===== config.mk =====
export PLATFORM = sky130hd
export DESIGN_NAME = clk_rst_sequencer
export DESIGN_NICKNAME = d
export VERILOG_FILES = /design/src/rtl/clk_rst_sequencer.sv
export SDC_FILE = /design/constraint.sdc
export NUM_CORES = 1
export LEC_CHECK = 0
export ABC_AREA = 1
export CORE_MARGIN = 2
export CORE_UTILIZATION = 63
export CTS_CLUSTER_SIZE = 8
export DETAILED_ROUTE_END_ITERATION = 16
export PLACE_DENSITY = 0.87
export SLEW_MARGIN = 20
export SYNTH_ARGS = -nofsm -noshare
export SYNTH_HDL_FRONTEND = slang
export SYNTH_SLANG_ARGS = --single-unit

===== constraint.sdc =====
create_clock -name clock_in -period 2.8 [get_ports clock_in]
set_clock_uncertainty 0.15 [all_clocks]
set_input_delay 0.56 -clock clock_in [delete_from_list [all_inputs] [get_ports clock_in]]
set_output_delay 0.56 -clock clock_in [all_outputs]
set_load 0.02 [all_outputs]

===== src/rtl/clk_rst_sequencer.sv =====
// clk_rst_sequencer
//   Staged reset release after PLL lock. video_rst drops once lock has been
//   stable for HOLD_CYCLES. cpu_rst and ready follow CPU_DELAY cycles later.
//   Any loss of lock returns to full reset and is counted for debug.
//   In the run state a phase accumulator produces the fractional CPU clock
//   enable, at a rate of clock_in * CE_NUM / CE_DEN.
//
// Ports
//   clock_in       PLL output clock (the only clock)
//   rst_in         synchronous active-high reset
//   locked_in      PLL lock, already synchronous to clock_in
//   video_rst      active-high reset, video subsystem
//   cpu_rst        active-high reset, CPU and memory
//   cpu_ce         single-cycle CPU clock-enable pulse
//   ready          high once the sequence has completed
//   lock_loss_cnt  saturating count of lock-loss events
module clk_rst_sequencer #(
    parameter int unsigned HOLD_CYCLES = 1024,
    parameter int unsigned CPU_DELAY   = 256,
    parameter int unsigned CE_NUM      = 384,
    parameter int unsigned CE_DEN      = 3125
) (
    input  logic       clock_in,
    input  logic       rst_in,
    input  logic       locked_in,
    output logic       video_rst,
    output logic       cpu_rst,
    output logic       cpu_ce,
    output logic       ready,
    output logic [7:0] lock_loss_cnt
);

    localparam int unsigned CNT_MAX = (HOLD_CYCLES > CPU_DELAY) ? HOLD_CYCLES : CPU_DELAY;
    localparam int unsigned CNT_W   = $clog2(CNT_MAX + 1);
    localparam int unsigned ACC_W   = $clog2(CE_DEN + CE_NUM);

    localparam logic [CNT_W-1:0] HOLD_LAST  = CNT_W'(HOLD_CYCLES - 1);
    localparam logic [CNT_W-1:0] DELAY_LAST = CNT_W'(CPU_DELAY - 1);
    localparam logic [ACC_W-1:0] ACC_NUM    = ACC_W'(CE_NUM);
    localparam logic [ACC_W-1:0] ACC_DEN    = ACC_W'(CE_DEN);

    typedef enum logic [1:0] {
        S_WAIT,
        S_HOLD,
        S_VID,
        S_RUN
    } state_t;

    state_t           state, state_nx;
    logic [CNT_W-1:0] cnt, cnt_nx;
    logic [ACC_W-1:0] acc, acc_nx, acc_sum;
    logic             video_rst_nx, cpu_rst_nx, cpu_ce_nx, ready_nx;
    logic [7:0]       lock_loss_cnt_nx;

    always_comb begin
        state_nx         = state;
        cnt_nx           = cnt;
        acc_nx           = acc;
        video_rst_nx     = video_rst;
        cpu_rst_nx       = cpu_rst;
        ready_nx         = ready;
        cpu_ce_nx        = 1'b0;
        lock_loss_cnt_nx = lock_loss_cnt;
        // acc < CE_DEN always, so the sum cannot overflow ACC_W bits.
        acc_sum          = acc + ACC_NUM;

        case (state)
            S_WAIT: begin
                video_rst_nx = 1'b1;
                cpu_rst_nx   = 1'b1;
                ready_nx     = 1'b0;
                cnt_nx       = '0;
                acc_nx       = '0;
                if (locked_in) begin
                    state_nx = S_HOLD;
                end
            end
            S_HOLD: begin
                if (cnt == HOLD_LAST) begin
                    state_nx     = S_VID;
                    cnt_nx       = '0;
                    video_rst_nx = 1'b0;
                end else begin
                    cnt_nx = cnt + 1'b1;
                end
            end
            S_VID: begin
                if (cnt == DELAY_LAST) begin
                    state_nx   = S_RUN;
                    cnt_nx     = '0;
                    cpu_rst_nx = 1'b0;
                    ready_nx   = 1'b1;
                    acc_nx     = '0;
                end else begin
                    cnt_nx = cnt + 1'b1;
                end
            end
            S_RUN: begin
                if (acc_sum >= ACC_DEN) begin
                    acc_nx    = acc_sum - ACC_DEN;
                    cpu_ce_nx = 1'b1;
                end else begin
                    acc_nx = acc_sum;
                end
            end
            default: state_nx = S_WAIT;
        endcase

        // Lock loss outside S_WAIT overrides whatever the state decided above.
        if (!locked_in && state != S_WAIT) begin
            state_nx         = S_WAIT;
            cnt_nx           = '0;
            acc_nx           = '0;
            video_rst_nx     = 1'b1;
            cpu_rst_nx       = 1'b1;
            ready_nx         = 1'b0;
            cpu_ce_nx        = 1'b0;
            lock_loss_cnt_nx = (lock_loss_cnt == 8'hFF) ? 8'hFF : lock_loss_cnt + 8'd1;
        end
    end

    always_ff @(posedge clock_in) begin
        if (rst_in) begin
            state         <= S_WAIT;
            cnt           <= '0;
            acc           <= '0;
            video_rst     <= 1'b1;
            cpu_rst       <= 1'b1;
            cpu_ce        <= 1'b0;
            ready         <= 1'b0;
            lock_loss_cnt <= '0;
        end else begin
            state         <= state_nx;
            cnt           <= cnt_nx;
            acc           <= acc_nx;
            video_rst     <= video_rst_nx;
            cpu_rst       <= cpu_rst_nx;
            cpu_ce        <= cpu_ce_nx;
            ready         <= ready_nx;
            lock_loss_cnt <= lock_loss_cnt_nx;
        end
    end

endmodule


==> Implementation_results.wiki <==
{| class="wikitable"
! Metric !! Value
|-
| Residual antenna-violating net count after detailed routing || 0
|-
| Number of hold buffers added after CTS || 0
|-
| Least-Margin Pin Slew || 0.480 ns
|-
| Asr flop ratio synth || 0
|-
| Clock network power share || 0.228
|-
| Slew headroom || 0.680
|-
| Global-route wire length before repair || 8890 um
|-
| Cells along the critical path || inv_1 -> ha_1 -> inv_1 -> nor2_1 -> buf_4 -> nand2_1 -> or2_1 -> a21oi_1
|-
| Max Transition Viols Final || 0
|-
| Die height || 64.7 um
|-
| Combinational share of power || 0.402
|-
| Avg WL per Cell || 12.1 um
|-
| Reg area || 741 um^2
|-
| Start point of the worst hold path || cpu_rst$_SDFFE_PP1P_
|-
| Type of the most critical hold path || flip-flop to flip-flop
|-
| Switching part of the total power || 0.425
|-
| Biggest fanout along the worst timing path || 6
|-
| Outcome || finished, final reports clean
|-
| Crit path time final || 2.08 ns
|-
| Initial Util || 0.645
|-
| Antenna violations before repair || 0
|-
| Full die area || 4190 um^2
|-
| Largest cells by area after synthesis || sky130_fd_sc_hd__dfxtp_1, sky130_fd_sc_hd__nand2_1, sky130_fd_sc_hd__inv_1
|-
| Share of the cycle needed by the critical path after routing || 0.744
|-
| Count of cell types in the netlist || 34
|-
| Combined global-route utilization of all metal layers || 0.269
|-
| Leakage power || 1.06 nW
|-
| Post-synth top area cell || sky130_fd_sc_hd__dfxtp_1
|-
| Depth of the CTS H-tree || 2
|-
| Startpoint of the most critical register-to-register path || state[0]$_SDFFE_PP0P_
|-
| Number of nets produced by synthesis || 352
|-
| Hold violation count in the final report || 0
|-
| Setup repair after global routing missed its margin || false
|-
| Ys Warns || 0
|-
| Root buffer cell || sky130_fd_sc_hd__clkbuf_8
|-
| Max Cap Viol || 0
|-
| Count of TritonRoute iterations in the first routing pass || 5
|-
| Number of enable-type register cells in the synthesized netlist || 0
|-
| Clock tree from TritonCTS || yes
|-
| Delay-heaviest family, CP || simple AND/OR/NAND/NOR gates
|-
| Final sum of negative setup slack || 0 ns
|-
| Post-CTS setup-driven buffer insertion count || 0
|-
| Main flop type after synthesis || sky130_fd_sc_hd__dfxtp_1
|-
| Core box area || 3610 um^2
|-
| Final HPWL from detailed placement || 3670 um
|-
| Crit path required time || 2.88 ns
|-
| Layout filler cell count || 303
|-
| Resized Gates After CTS || 0
|-
| Last weighted congestion value of the routability-driven placer || 0.855
|-
| Peak supply drop || 0.568 mV
|-
| Via count || 2,219
|-
| Number of register bits inferred by synthesis || 37
|-
| Overflow left after global routing || 0
|-
| Number of diodes added for antenna fixing || 0
|-
| Layout area overhead || 12.5%
|-
| Setup Viol. Count Final || 0
|-
| Total area of multi-input combinational cells || 1380 um^2
|-
| Worst reg-to-reg path cell count || 8
|-
| Internal power of the cells || 0.948 mW
|-
| Sequential Power Share || 0.370
|-
| Reg clk slew, reported paths || 0.08 ns
|-
| Clock Tree Buf Depth || 2
|-
| Instance count of the mapped netlist || 337
|-
| Via count of the first global-routing pass || 2,085
|-
| Number of buffers inserted during clock tree synthesis || 5
|-
| Starting DRC count in detailed routing || 162
|-
| Reg2Reg Setup Slack || 0.72 ns
|-
| Buffer and inverter count on the worst path || 3
|-
| Die Width || 64.7 um
|-
| Startpoint types || flip-flop
|-
| Highest clock frequency the design can meet || 480 MHz
|-
| Hold worst-path end || cpu_rst$_SDFFE_PP1P_
|-
| Number of cell rows || 22
|-
| Average cell area after synthesis || 6.90 um^2
|-
| Worst hold path cell count || 2
|-
| Final wirelength || 4920 um
|-
| Worst EP arrival || 2.16 ns
|-
| Power density cells || 631 nW/um^2
|-
| Drt via density || 5.47
|-
| Cell with the most instances on the worst path || sky130_fd_sc_hd__inv_1
|-
| Proportion of netlist area held by the largest area contributor || 0.319
|-
| Crit path largest cell delay || 0.43 ns
|-
| Clk Latency, worst-skew pair || 0.30 ns
|-
| Count of unresolved DRC violations after routing || 0
|-
| Number of nets in the final layout || 372
|-
| CTS Sinks || 37
|-
| Final Total Pwr || 1.65 mW
|-
| Share of layout cells above drive strength 1 || 0.128
|-
| Sequential cell area fraction in the yosys report || 0.319
|-
| I/O pin count || 15
|-
| Critical path type || flip-flop to flip-flop
|-
| Count of buffers from port buffering || 14
|-
| Endpoint kind of the worst setup timing path || flip-flop
|-
| Crit Reg-Reg Endpoint || cnt[3]$_SDFFE_PP0P_
|-
| Cell type of the slowest stage on the worst timing path || sky130_fd_sc_hd__dfxtp_1
|-
| Synthesized area || 2320 um^2
|-
| Pin count of the biggest net entering global routing || 15
|-
| Sw power || 0.701 mW
|}
## kinds of logic (layout without fill, tap and decap cells)
kind of cell	after synthesis	count (layout)	share of synthesized area
simple gates	175	175	0.368
compound gates	53	53	0.135
buf+inv	53	74	0.0872
flops	37	37	0.319
fa+ha+maj	12	12	0.0646
xor+xnor	7	7	0.0264
## placed cells by master, fill, tap and decap left out, types with 2 or more instances in the layout
cell type and n:
sky130_fd_sc_hd__clkdlybuf4s50_1 14, sky130_fd_sc_hd__nor3_1 3, sky130_fd_sc_hd__nand2_1 83, sky130_fd_sc_hd__nand4_1 18, sky130_fd_sc_hd__buf_4 3, sky130_fd_sc_hd__o21ai_0 10
sky130_fd_sc_hd__or2_2 3, sky130_fd_sc_hd__nor2_4 4, sky130_fd_sc_hd__clkbuf_8 5, sky130_fd_sc_hd__inv_1 41, sky130_fd_sc_hd__clkinv_2 2, sky130_fd_sc_hd__o21ai_1 2
sky130_fd_sc_hd__xnor2_1 3, sky130_fd_sc_hd__a21oi_2 4, sky130_fd_sc_hd__ha_1 12, sky130_fd_sc_hd__nand3_1 29, sky130_fd_sc_hd__o211ai_1 2, sky130_fd_sc_hd__xor2_1 4
sky130_fd_sc_hd__dfxtp_1 37, sky130_fd_sc_hd__nand2_2 4, sky130_fd_sc_hd__nor2_2 5, sky130_fd_sc_hd__nor2_1 20, sky130_fd_sc_hd__a21oi_1 27, sky130_fd_sc_hd__a31oi_1 2
sky130_fd_sc_hd__nand2_4 2, sky130_fd_sc_hd__inv_2 8
## power by group through the flow
stage | registers [mW] | logic, mW | clock network, mW
floorplan | 0.624 | 0.465 | 0
global placement | 0.616 | 0.628 | 0
detailed placement | 0.620 | 0.647 | 0
CTS | 0.608 | 0.659 | 0.378
global route | 0.613 | 0.745 | 0.400
finish | 0.609 | 0.663 | 0.376
## worst max-delay path by stage
stage                                  start                  end  slack, ns  cells past startpoint
6_report               state[0]$_SDFFE_PP0P_  cnt[3]$_SDFFE_PP0P_       0.72                      8
5_1_grt                state[0]$_SDFFE_PP0P_  cnt[3]$_SDFFE_PP0P_       0.54                      8
4_1_cts        lock_loss_cnt[2]$_SDFFE_PP0P_     lock_loss_cnt[2]       0.73                      1
3_5_place_dp                       locked_in    cpu_ce$_SDFF_PP0_       0.59                      6
3_3_place_gp                       locked_in    cpu_ce$_SDFF_PP0_       0.63                      6
2_1_floorplan          state[0]$_SDFFE_PP0P_  cnt[3]$_SDFFE_PP0P_       1.06                      7
## routing by layer
metal | global-route usage | part of all wire | wire length (um)
met5 | 0 | 0 | 0
met4 | 0.112 | 0.014 | 68
met3 | 0.0660 | 0.032 | 158
met2 | 0.469 | 0.50 | 2470
met1 | 0.314 | 0.45 | 2220
## per-stage QoR
stage           util  hold slack (ns)  instance area, um^2  instances  setup WS [ns]
3_5_place_dp   0.701            0.311                 2530        398          0.592
3_3_place_gp   0.701            0.302                 2530        398          0.628
6_report       0.725            0.327                 2620        406          0.716
2_1_floorplan      -            0.295                 2320        337           1.06
5_1_grt        0.725            0.377                 2620        406          0.539
4_1_cts        0.725            0.329                 2620        406          0.733
## synthesized netlist by cell type (2+ instances only)
| library cell | n |
|---|---|
| sky130_fd_sc_hd__dfxtp_1 | 37 |
| sky130_fd_sc_hd__or2_2 | 3 |
| sky130_fd_sc_hd__o211ai_1 | 2 |
| sky130_fd_sc_hd__a31oi_1 | 2 |
| sky130_fd_sc_hd__nand2_4 | 2 |
| sky130_fd_sc_hd__clkbuf_1 | 3 |
| sky130_fd_sc_hd__nor2_2 | 5 |
| sky130_fd_sc_hd__nor2_4 | 4 |
| sky130_fd_sc_hd__a21oi_1 | 27 |
| sky130_fd_sc_hd__nor3_1 | 3 |
| sky130_fd_sc_hd__nand3_1 | 29 |
| sky130_fd_sc_hd__nand2_2 | 4 |
| sky130_fd_sc_hd__inv_1 | 41 |
| sky130_fd_sc_hd__nand2_1 | 83 |
| sky130_fd_sc_hd__a21oi_2 | 4 |
| sky130_fd_sc_hd__ha_1 | 12 |
| sky130_fd_sc_hd__nor2_1 | 20 |
| sky130_fd_sc_hd__o21ai_0 | 10 |
| sky130_fd_sc_hd__inv_2 | 8 |
| sky130_fd_sc_hd__xor2_1 | 4 |
| sky130_fd_sc_hd__xnor2_1 | 3 |
| sky130_fd_sc_hd__nand4_1 | 18 |
| sky130_fd_sc_hd__o21ai_1 | 2 |
## registers in the layout (all words and copies together), names as in the netlist
signal / flops
acc: 12
cnt: 11
cpu_ce: 1
cpu_rst: 1
lock_loss_cnt: 8
ready: 1
state: 2
video_rst: 1
## final cells by class
class,instances,area share
well taps,48,0.0230
clock inverters,3,0.00670
clock buffers,5,0.0263
multi-input cells,247,0.528
flip-flops and latches,37,0.283
repair buffers,17,0.0622
inverters,49,0.0703
## worst register-to-register path, stage by stage (launching register included)
cell and delay [ns]:
sky130_fd_sc_hd__dfxtp_1 0.43, sky130_fd_sc_hd__inv_1 0.11, sky130_fd_sc_hd__ha_1 0.32, sky130_fd_sc_hd__inv_1 0.05, sky130_fd_sc_hd__nor2_1 0.34, sky130_fd_sc_hd__buf_4 0.22, sky130_fd_sc_hd__nand2_1 0.06, sky130_fd_sc_hd__or2_1 0.22
sky130_fd_sc_hd__a21oi_1 0.12
No activity file was read; power rests on OpenSTA's default activity.
